$ cat src/rtl/kbd_pkg.sv
// Shared types and constants for the keyboard event controller: prefix FSM
// states, set-2 scan codes and the ASCII control characters it emits.
package kbd_pkg;

  typedef enum logic [1:0] {
    ST_IDLE,
    ST_BRK,
    ST_EXT,
    ST_EXT_BRK
  } kbd_state_t;

  localparam logic [7:0] SC_BREAK  = 8'hF0;
  localparam logic [7:0] SC_EXT    = 8'hE0;
  localparam logic [7:0] SC_LSHIFT = 8'h12;
  localparam logic [7:0] SC_RSHIFT = 8'h59;
  localparam logic [7:0] SC_ENTER  = 8'h5A;
  localparam logic [7:0] SC_SPACE  = 8'h29;
  localparam logic [7:0] SC_BKSP   = 8'h66;

  localparam logic [7:0] ASCII_CR = 8'h0D;
  localparam logic [7:0] ASCII_SP = 8'h20;
  localparam logic [7:0] ASCII_BS = 8'h08;

  function automatic logic is_shift(input logic [7:0] c);
    return (c == SC_LSHIFT) || (c == SC_RSHIFT);
  endfunction

endpackage

$ cat src/rtl/kbd_scan2ascii.sv
// Combinational set-2 scan code to ASCII translation; letters are uppercased
// while shift is high, everything unmapped yields 8'h00.
module kbd_scan2ascii
  import kbd_pkg::*;
(
  input  logic [7:0] code,
  input  logic       shift,
  output logic [7:0] ascii
);

  logic [7:0] lower;

  always_comb begin
    lower = 8'h00;
    case (code)
      8'h1C: lower = "a";
      8'h32: lower = "b";
      8'h21: lower = "c";
      8'h23: lower = "d";
      8'h24: lower = "e";
      8'h2B: lower = "f";
      8'h34: lower = "g";
      8'h33: lower = "h";
      8'h43: lower = "i";
      8'h3B: lower = "j";
      8'h42: lower = "k";
      8'h4B: lower = "l";
      8'h3A: lower = "m";
      8'h31: lower = "n";
      8'h44: lower = "o";
      8'h4D: lower = "p";
      8'h15: lower = "q";
      8'h2D: lower = "r";
      8'h1B: lower = "s";
      8'h2C: lower = "t";
      8'h3C: lower = "u";
      8'h2A: lower = "v";
      8'h1D: lower = "w";
      8'h22: lower = "x";
      8'h35: lower = "y";
      8'h1A: lower = "z";
      8'h45: lower = "0";
      8'h16: lower = "1";
      8'h1E: lower = "2";
      8'h26: lower = "3";
      8'h25: lower = "4";
      8'h2E: lower = "5";
      8'h36: lower = "6";
      8'h3D: lower = "7";
      8'h3E: lower = "8";
      8'h46: lower = "9";
      SC_ENTER: lower = ASCII_CR;
      SC_SPACE: lower = ASCII_SP;
      SC_BKSP:  lower = ASCII_BS;
      default:  lower = 8'h00;
    endcase
  end

  assign ascii = (shift && lower >= "a" && lower <= "z") ? lower - 8'h20 : lower;

endmodule

$ cat src/rtl/kbd_event_ctrl.sv
// Keyboard event controller: make/break/extended prefix FSM with timeout,
// typematic suppression, ASCII translation and an event FIFO.
// Optional Shift tracking is enabled by defining KBD_SHIFT_EN.
module kbd_event_ctrl
  import kbd_pkg::*;
#(
  parameter int FIFO_DEPTH  = 8,
  parameter int TIMEOUT_CYC = 2000000
) (
  input  logic                        clk,
  input  logic                        rst,
  input  logic                        code_valid,
  input  logic [7:0]                  code,
  output logic                        evt_valid,
  input  logic                        evt_ready,
  output logic [7:0]                  evt_ascii,
  input  logic                        clr_ovf,
  output logic                        ovf,
  output logic                        shift_held,
  output logic [$clog2(FIFO_DEPTH):0] fifo_level
);

  localparam int AW = $clog2(FIFO_DEPTH);
  localparam int CW = $clog2(TIMEOUT_CYC + 1);
  localparam int TO_LAST_I = TIMEOUT_CYC - 1;
  localparam logic [CW-1:0] TO_LAST = TO_LAST_I[CW-1:0];
  localparam logic [AW:0] FULL_LVL = FIFO_DEPTH[AW:0];

  kbd_state_t    state, state_nxt;
  logic [CW-1:0] to_cnt;
  logic          timeout;
  logic [7:0]    last_make;
  logic          shift_q;
  logic          is_sh;
  logic [7:0]    xl_ascii;

  logic lm_load, lm_clear, sh_set, sh_clr, push_req;

  logic [7:0]    mem [FIFO_DEPTH];
  logic [AW-1:0] wr_ptr, rd_ptr;
  logic [AW:0]   level;
  logic          full, pop, push;

`ifdef KBD_SHIFT_EN
  assign is_sh = is_shift(code);
`else
  assign is_sh = 1'b0;
`endif

  kbd_scan2ascii u_xlate (
    .code  (code),
    .shift (shift_q),
    .ascii (xl_ascii)
  );

  // A byte arriving on the final timeout cycle is still decoded in its prefix state.
  assign timeout = (state != ST_IDLE) && !code_valid && (to_cnt == TO_LAST);

  always_ff @(posedge clk or negedge rst) begin
    if (!rst) state <= ST_IDLE;
    else      state <= state_nxt;
  end

  always_comb begin
    state_nxt = state;
    case (state)
      ST_IDLE: begin
        if (code_valid) begin
          if (code == SC_BREAK)    state_nxt = ST_BRK;
          else if (code == SC_EXT) state_nxt = ST_EXT;
        end
      end
      ST_BRK:     if (code_valid) state_nxt = ST_IDLE;
      ST_EXT:     if (code_valid) state_nxt = (code == SC_BREAK) ? ST_EXT_BRK : ST_IDLE;
      ST_EXT_BRK: if (code_valid) state_nxt = ST_IDLE;
      default:    state_nxt = ST_IDLE;
    endcase
    if (timeout) state_nxt = ST_IDLE;
  end

  always_comb begin
    lm_load  = 1'b0;
    lm_clear = 1'b0;
    sh_set   = 1'b0;
    sh_clr   = 1'b0;
    push_req = 1'b0;
    if (code_valid) begin
      case (state)
        ST_IDLE: begin
          if (code != SC_BREAK && code != SC_EXT) begin
            if (is_sh) begin
              sh_set  = 1'b1;
              lm_load = 1'b1;
            end else if (code != last_make) begin
              lm_load  = 1'b1;
              push_req = (xl_ascii != 8'h00);
            end
          end
        end
        ST_BRK: begin
          lm_clear = (code == last_make);
          sh_clr   = is_sh;
        end
        default: ;
      endcase
    end
  end

  always_ff @(posedge clk or negedge rst) begin
    if (!rst) begin
      to_cnt    <= '0;
      last_make <= 8'h00;
      shift_q   <= 1'b0;
    end else begin
      if (state_nxt == ST_IDLE || state_nxt != state) to_cnt <= '0;
      else                                            to_cnt <= to_cnt + 1'b1;
      if (lm_load)       last_make <= code;
      else if (lm_clear) last_make <= 8'h00;
      if (sh_set)      shift_q <= 1'b1;
      else if (sh_clr) shift_q <= 1'b0;
    end
  end

  // A full FIFO still accepts a push when the head leaves in the same cycle.
  assign full = (level == FULL_LVL);
  assign pop  = evt_valid && evt_ready;
  assign push = push_req && (!full || pop);

  always_ff @(posedge clk or negedge rst) begin
    if (!rst) begin
      wr_ptr <= '0;
      rd_ptr <= '0;
      level  <= '0;
      ovf    <= 1'b0;
    end else begin
      if (push) wr_ptr <= wr_ptr + 1'b1;
      if (pop)  rd_ptr <= rd_ptr + 1'b1;
      case ({push, pop})
        2'b10:   level <= level + 1'b1;
        2'b01:   level <= level - 1'b1;
        default: level <= level;
      endcase
      if (push_req && !push) ovf <= 1'b1;
      else if (clr_ovf)      ovf <= 1'b0;
    end
  end

  always_ff @(posedge clk) begin
    if (push) mem[wr_ptr] <= xl_ascii;
  end

  assign evt_valid  = (level != '0);
  assign evt_ascii  = evt_valid ? mem[rd_ptr] : 8'h00;
  assign fifo_level = level;
  assign shift_held = shift_q;

endmodule

$ cat config.mk
export PLATFORM = sky130hd
export DESIGN_NAME = kbd_event_ctrl
export DESIGN_NICKNAME = d
export VERILOG_FILES = /design/src/rtl/kbd_pkg.sv /design/src/rtl/kbd_scan2ascii.sv /design/src/rtl/kbd_event_ctrl.sv
export SDC_FILE = /design/constraint.sdc
export NUM_CORES = 1
export LEC_CHECK = 0
export BUFFER_PORTS_ARGS = -buffer_cell sky130_fd_sc_hd__buf_2
export CORE_MARGIN = 1
export CORE_UTILIZATION = 56
export DETAILED_ROUTE_END_ITERATION = 8
export PLACE_DENSITY = 0.74
export RECOVER_POWER = 50
export SLEW_MARGIN = 20
export SYNTH_ARGS = -nofsm -noshare
export SYNTH_HDL_FRONTEND = slang
export SYNTH_HIERARCHICAL = 1
export SYNTH_SLANG_ARGS = --single-unit
$ cat constraint.sdc
create_clock -name clk -period 2.2 [get_ports clk]
set_input_delay 0.33 -clock clk [delete_from_list [all_inputs] [get_ports clk]]
set_output_delay 0.33 -clock clk [all_outputs]
set_load 0.02 [all_outputs]
# Word level (Yosys, flattened, before mapping)
# Memories as Yosys holds them, arrays and structs flattened.
# Index checks and enable logic that the tools add are counted.
# classes
add_sub_neg	5
n_eq_ne	14
mux	28
reduce_logical	20
# op_table
cell	n
two-way mux 8 bit	4
adder 21 x 1 -> 21 bit, second input constant	1
== test 21 bit, second input constant	1
two-way mux 21 bit	1
== test 8 bit, second input constant	2
inequality test 8 bit, second input constant	2
two-way mux 1 bit	14
two-way mux 2 bit	7
== test 8 bit	1
inequality test 8 bit	1
case mux 4 bit (2 select lines)	1
nonzero test 2 bit	4
nonzero test 8 bit	1
adder 3 x 1 -> 3 bit, second input constant	2
== test 2 bit, second input constant	3
logical AND 1 bit	6
case mux 2 bit (3 select lines)	1
adder 4 x 1 -> 4 bit, second input constant	1
== test 2 x 1 -> 1 bit, second input constant	2
== test 4 bit, second input constant	1
zero test 2 bit	2
nonzero test 4 bit	1
subtractor 4 x 1 -> 4 bit, second input constant	1
zero test 1 bit	3
other kinds (3)	4
# totals
register_bits	42
ram_bits	64
mem_bits_ro	896
inputBits	13
memories	2
# memory_table
name	words	width	rd	rd_ports_with_merged_regs	wr	line	rtl
(name not given)	128	7	1	0	0	kbd_scan2ascii.sv:15	case (code)
mem	8	8	1	0	1	kbd_event_ctrl.sv:39	logic [7:0] mem [FIFO_DEPTH];

# Depth between registers and ports, before layout
# An unclocked memory read counts as a cell.
# logic_depth
depth_word	11
depth_mapped	21
ltp_nobuf	20

# Hierarchy
# The synthesis kept the hierarchy.
# by_module_without_submodules
module	instances	cells_each	area_each_um2
kbd_event_ctrl	1	317	4694.5
kbd_scan2ascii	1	148	1122.3

# Worst setup path before layout
# Ideal clock, no wire load.
# synth_path
kind	input to register
start	in code[1]
end	reg level[3] (netlist: fifo_level[3])
setup_ns	0.080
t_arrival_ns	3.572
slack_ns	-1.452
stages	20
path_cell_list	buf_2 > inv_1 > ha_1 > nand2_1 > a311oi_1 > o21ai_0 > nand2_1 > and3_1 > inv_1 > nor2_1 > nor4_1 > nand2_1 > inv_1 > o21ai_2 > inv_1 > ha_1 > a21o_2 > a21oi_1 > mux2i_1 > xor2_1
# synth_via
elab_chain_len	10
word_cells_on_any_way	16
# synth_lines
element	line	rtl
from (decl)	kbd_event_ctrl.sv:13	input logic [7:0] code,
memory read (128 x 7 bit) (*)	--	
two-way mux 8 bit (*)	kbd_scan2ascii.sv:15	
named net xl_ascii[5]	kbd_event_ctrl.sv:35	logic [7:0] xl_ascii;
nonzero test 8 bit (*)	kbd_event_ctrl.sv:96	push_req = (xl_ascii != 8'h00);
two-way mux 1 bit (*)	kbd_event_ctrl.sv:94	end else if (code != last_make) begin
two-way mux 1 bit (*)	kbd_event_ctrl.sv:90	if (code != SC_BREAK && code != SC_EXT) begin
two-way mux 1 bit (*)	kbd_event_ctrl.sv:88	case (state)
two-way mux 1 bit (*)	kbd_event_ctrl.sv:87	if (code_valid) begin
logical AND 1 bit (*)	kbd_event_ctrl.sv:127	assign push = push_req && (!full || pop);
== test 2 x 1 -> 1 bit or == test 2 bit (tied branches)	kbd_event_ctrl.sv:138	case ({push, pop})
case mux 4 bit (2 select lines) or nonzero test 2 bit (tied branches)	--	
to (signal assigned)	kbd_event_ctrl.sv:139	2'b10: level <= level + 1'b1;
to (signal assigned)	kbd_event_ctrl.sv:140	2'b01: level <= level - 1'b1;
to (signal assigned)	kbd_event_ctrl.sv:141	default: level <= level;
to (decl)	kbd_event_ctrl.sv:41	logic [AW:0] level;
# The timed path passes the listed nets; every way through them passes the cells marked *.
# A chain may end at the register's enable or synchronous reset.

# Worst setup path after layout
# layout_path
start	in code[0]
end	reg level[3] (netlist: fifo_level[3])
# Same word-level chain as after synthesis.

==> flow_summary.json <==
{
  "status": "complete, but fails checks",
  "violations": "negative setup slack",
  "synth_common_cells": "edfxtp_1 (64), nor2_1 (49), dfrtp_1 (42), nand2_1 (25), xnor2_1 (22)",
  "drtPass1Iterations": 5,
  "fin_ws_ns": -0.7349,
  "antenna_cells": 0,
  "yosysSeqAreaShare": 0.5111,
  "synth_area_um2": 5817,
  "grt_max_degree": 22,
  "routed_wl_um": 14400,
  "design.core.area_um2": 9910,
  "hold_viol_final": 0,
  "crit_slowest_cell": "o41ai_2",
  "synth-warning-count": 6,
  "clockPowerShare": 0.180,
  "via_per_inst": 5.786,
  "overflow": 0,
  "wl_per_cell_um": 19.51,
  "grt_pass1_wl_um": 23360,
  "die_x_um": 103.9,
  "htree_levels": 3,
  "hold_path.class": "in2reg",
  "ys.flop_type": "edfxtp_1",
  "die_y_um": 103.9,
  "gp_congestion": 0.8631,
  "critPathRequiredTime_ns": 2.51,
  "crit_path_end_kind": "flop",
  "fin_skew_ns": 0.01566,
  "synth_top_area_share": 0.3304,
  "p_seq_frac": 0.421,
  "ys_seq_elements": 106,
  "synth.distinct_cells": 87,
  "swShare": 0.3622,
  "rsz0062_at_grt": "true",
  "stdcell_count": 738,
  "first_iter_violations": 166,
  "dpl.hpwl_um": 9837,
  "cp-start-kind": "primary input",
  "finalCriticalPeriod_ns": 2.935,
  "fin_crit_sh": 1.334,
  "ant_nets": 0,
  "max_stage_delay_ns": 0.29,
  "insertion_delay_ns": 0.37,
  "grt_usage": 0.2800,
  "cts_inserted_buffers": 9,
  "maxCapViolCount": 0,
  "worstMarginPinSlew_ns": 0.8727,
  "crit_chain": "buf_8 > clkinvlp_4 > ha_4 > or2_1 > a21oi_2 > a2111oi_4 > o41ai_2 > nand2_1 > a31oi_4 > nor4_4 > nand2_2 > inv_2 > o21ai_4 > inv_2 > ha_4 > a21o_2 > a21oi_2 > mux2i_1 > xor2_1",
  "relSlewSlack": 0.4182,
  "clock_path_buffers": 2,
  "grt_pass1_vias": 4398,
  "clock-sinks": 106,
  "placed_area_um2": 7007,
  "internal-power_mw": 4.103,
  "cts_tree": "yes",
  "cts-root-buf": "clkbuf_8",
  "max_freq_mhz": 340.7,
  "ios": 28,
  "numPortBuffers": 26,
  "die_area_um2": 10800,
  "yosys.area.top_type": "edfxtp_1",
  "fp-row-count": 36,
  "final_util": 0.7694,
  "nNetsFinal": 627,
  "p_switching_mw": 2.330,
  "arrival_ns": 3.24,
  "powerDensity_nw_per_um2": 843.7,
  "stdcell_area_um2": 7625,
  "p_leak_nw": 2.981,
  "dpl_worst_slack_ns": -1.187,
  "synthTopCellsByArea": "edfxtp_1 (33%), dfrtp_1 (18%), mux4_2 (6.2%)",
  "final-max-slew-violation-count": 0,
  "drc": 0,
  "ir_drop_mv": 0.7490,
  "holdWs_ns": 0.1286,
  "async_flop_share": 0.3962,
  "comb_power_share": 0.398,
  "cts.clk_slew.worst_paths_ns": 0.11,
  "dp.cells": 702,
  "critPathKind": "in2reg",
  "syn_inst": 465,
  "syn_avg_cell_area_um2": 12.51,
  "crit_path_max_fanout": 3,
  "initial_core_util": 0.5870,
  "synth_edf_count": 64,
  "finalSetupViolCount": 80,
  "yosysMostFrequentCell": "edfxtp_1",
  "vias": 4270,
  "drive_above_1_share": 0.4215,
  "grt_antenna_before_repair": 0,
  "area_delta_synth_final_pct": 31.08
}
[stage by stage]
| step | setup TNS (ns) | power (mW) |
|---|---|---|
| after global placement | -61.14 | 4.906 |
| after detailed placement | -65.78 | 5.024 |
| after floorplan | -49.04 | 4.199 |
| final | -41.25 | 6.433 |
| after global routing | -49.45 | 6.722 |
| after CTS | -36.35 | 6.310 |
[routing by layer]
| layer | track usage | vias up | routed length (um) |
|---|---|---|---|
| met5 | 0 | - | 0 |
| met4 | 0.07653 | 0 | 246 |
| met3 | 0.04198 | 20 | 580 |
| met2 | 0.5014 | 118 | 7728 |
| met1 | 0.3537 | 2129 | 5840 |
| li1 | - | 2003 | - |
[power by group through the flow]
stage / registers, mW / logic (mW) / clock network (mW)
floorplan: 2.61 / 1.59 / 0
finish: 2.71 / 2.56 / 1.16
CTS: 2.70 / 2.46 / 1.15
detailed placement: 2.74 / 2.29 / 0
global placement: 2.71 / 2.20 / 0
global route: 2.74 / 2.74 / 1.24
[cell families (layout without fill, tap and decap cells)]
| logic type | after synthesis | after routing | synth area share |
|---|---|---|---|
| simple gates | 159 | 159 | 0.1583 |
| flops | 106 | 106 | 0.5111 |
| compound gates | 75 | 75 | 0.1131 |
| buf+inv | 42 | 181 | 0.04001 |
| xor+xnor | 34 | 34 | 0.05119 |
| mux | 34 | 34 | 0.09421 |
| fa+ha+maj | 14 | 14 | 0.03141 |
| other cells | 1 | 2 | 0.0006447 |
[path summary, 6_finish.rpt]
check | depth (start not counted) | startpoint | slack, ns | end
worst min register to register | 1 | last_make[1] | 0.54 | last_make[1]
worst max-delay path | 19 | code[0] | -0.73 | fifo_level[3]
min in group asynchronous | 2 | rst | 0.57 | wr_ptr[1]
max in group asynchronous | 3 | rst | 0.55 | last_make[6]
worst max register to register | 10 | last_make[4] | -0.05 | fifo_level[3]
worst min-delay path | 2 | clr_ovf | 0.13 | ovf
[state kept, by name, summed over array words and instances (netlist names)]
signal      count
rd_ptr          3
mem            64
fifo_level      4
state           2
ovf             1
to_cnt         21
last_make       8
wr_ptr          3
[critical path: cells and delay by family]
family | cells | cell delay (ns)
AOI/OAI and AO/OA | 7 | 1.24
and+or+nand+nor | 4 | 0.58
adders and majority gates | 2 | 0.39
buffers and inverters | 4 | 0.34
muxes | 1 | 0.22
xor gates and xnor gates | 1 | 0.16
[layout by cell type (no fill, tap or decap), types with 5 or more instances in the layout]
cell type and count:
nor3_1 6, xnor2_1 22, nand3_1 7, o21ai_0 5, nand2b_1 9, ha_4 8
clkbuf_8 10, buf_6 17, mux2i_1 15, xor2_1 12, buf_4 93, a21oi_1 8
buf_2 21, nor2b_1 6, and3_1 7, a22o_1 8, mux4_2 16, buf_12 8
dfrtp_1 42, ha_1 5, inv_1 14, edfxtp_1 64, nor2_1 44, nand4_1 6
nand2_1 22
[final cells by class]
type / count / area [um^2]
inverters: 20 / 86.33
fillers: 642 / 2285
repair buffers: 145 / 1200
clock buffers: 10 / 137.6
well taps: 133 / 166.4
clock inverters: 6 / 50.05
multi-input cells: 318 / 3012
flip-flops and latches: 106 / 2973
[repair_timing]
action | CTS | global route
resized for setup | 43 | 19
buffers inserted | 18 | 7
pin swaps | 19 | 21
endpoints found under the hold margin | 14 | 0
setup endpoints to repair | 79 | 80
hold buffers | 1 | 0
(Power assumes the default switching activity.)
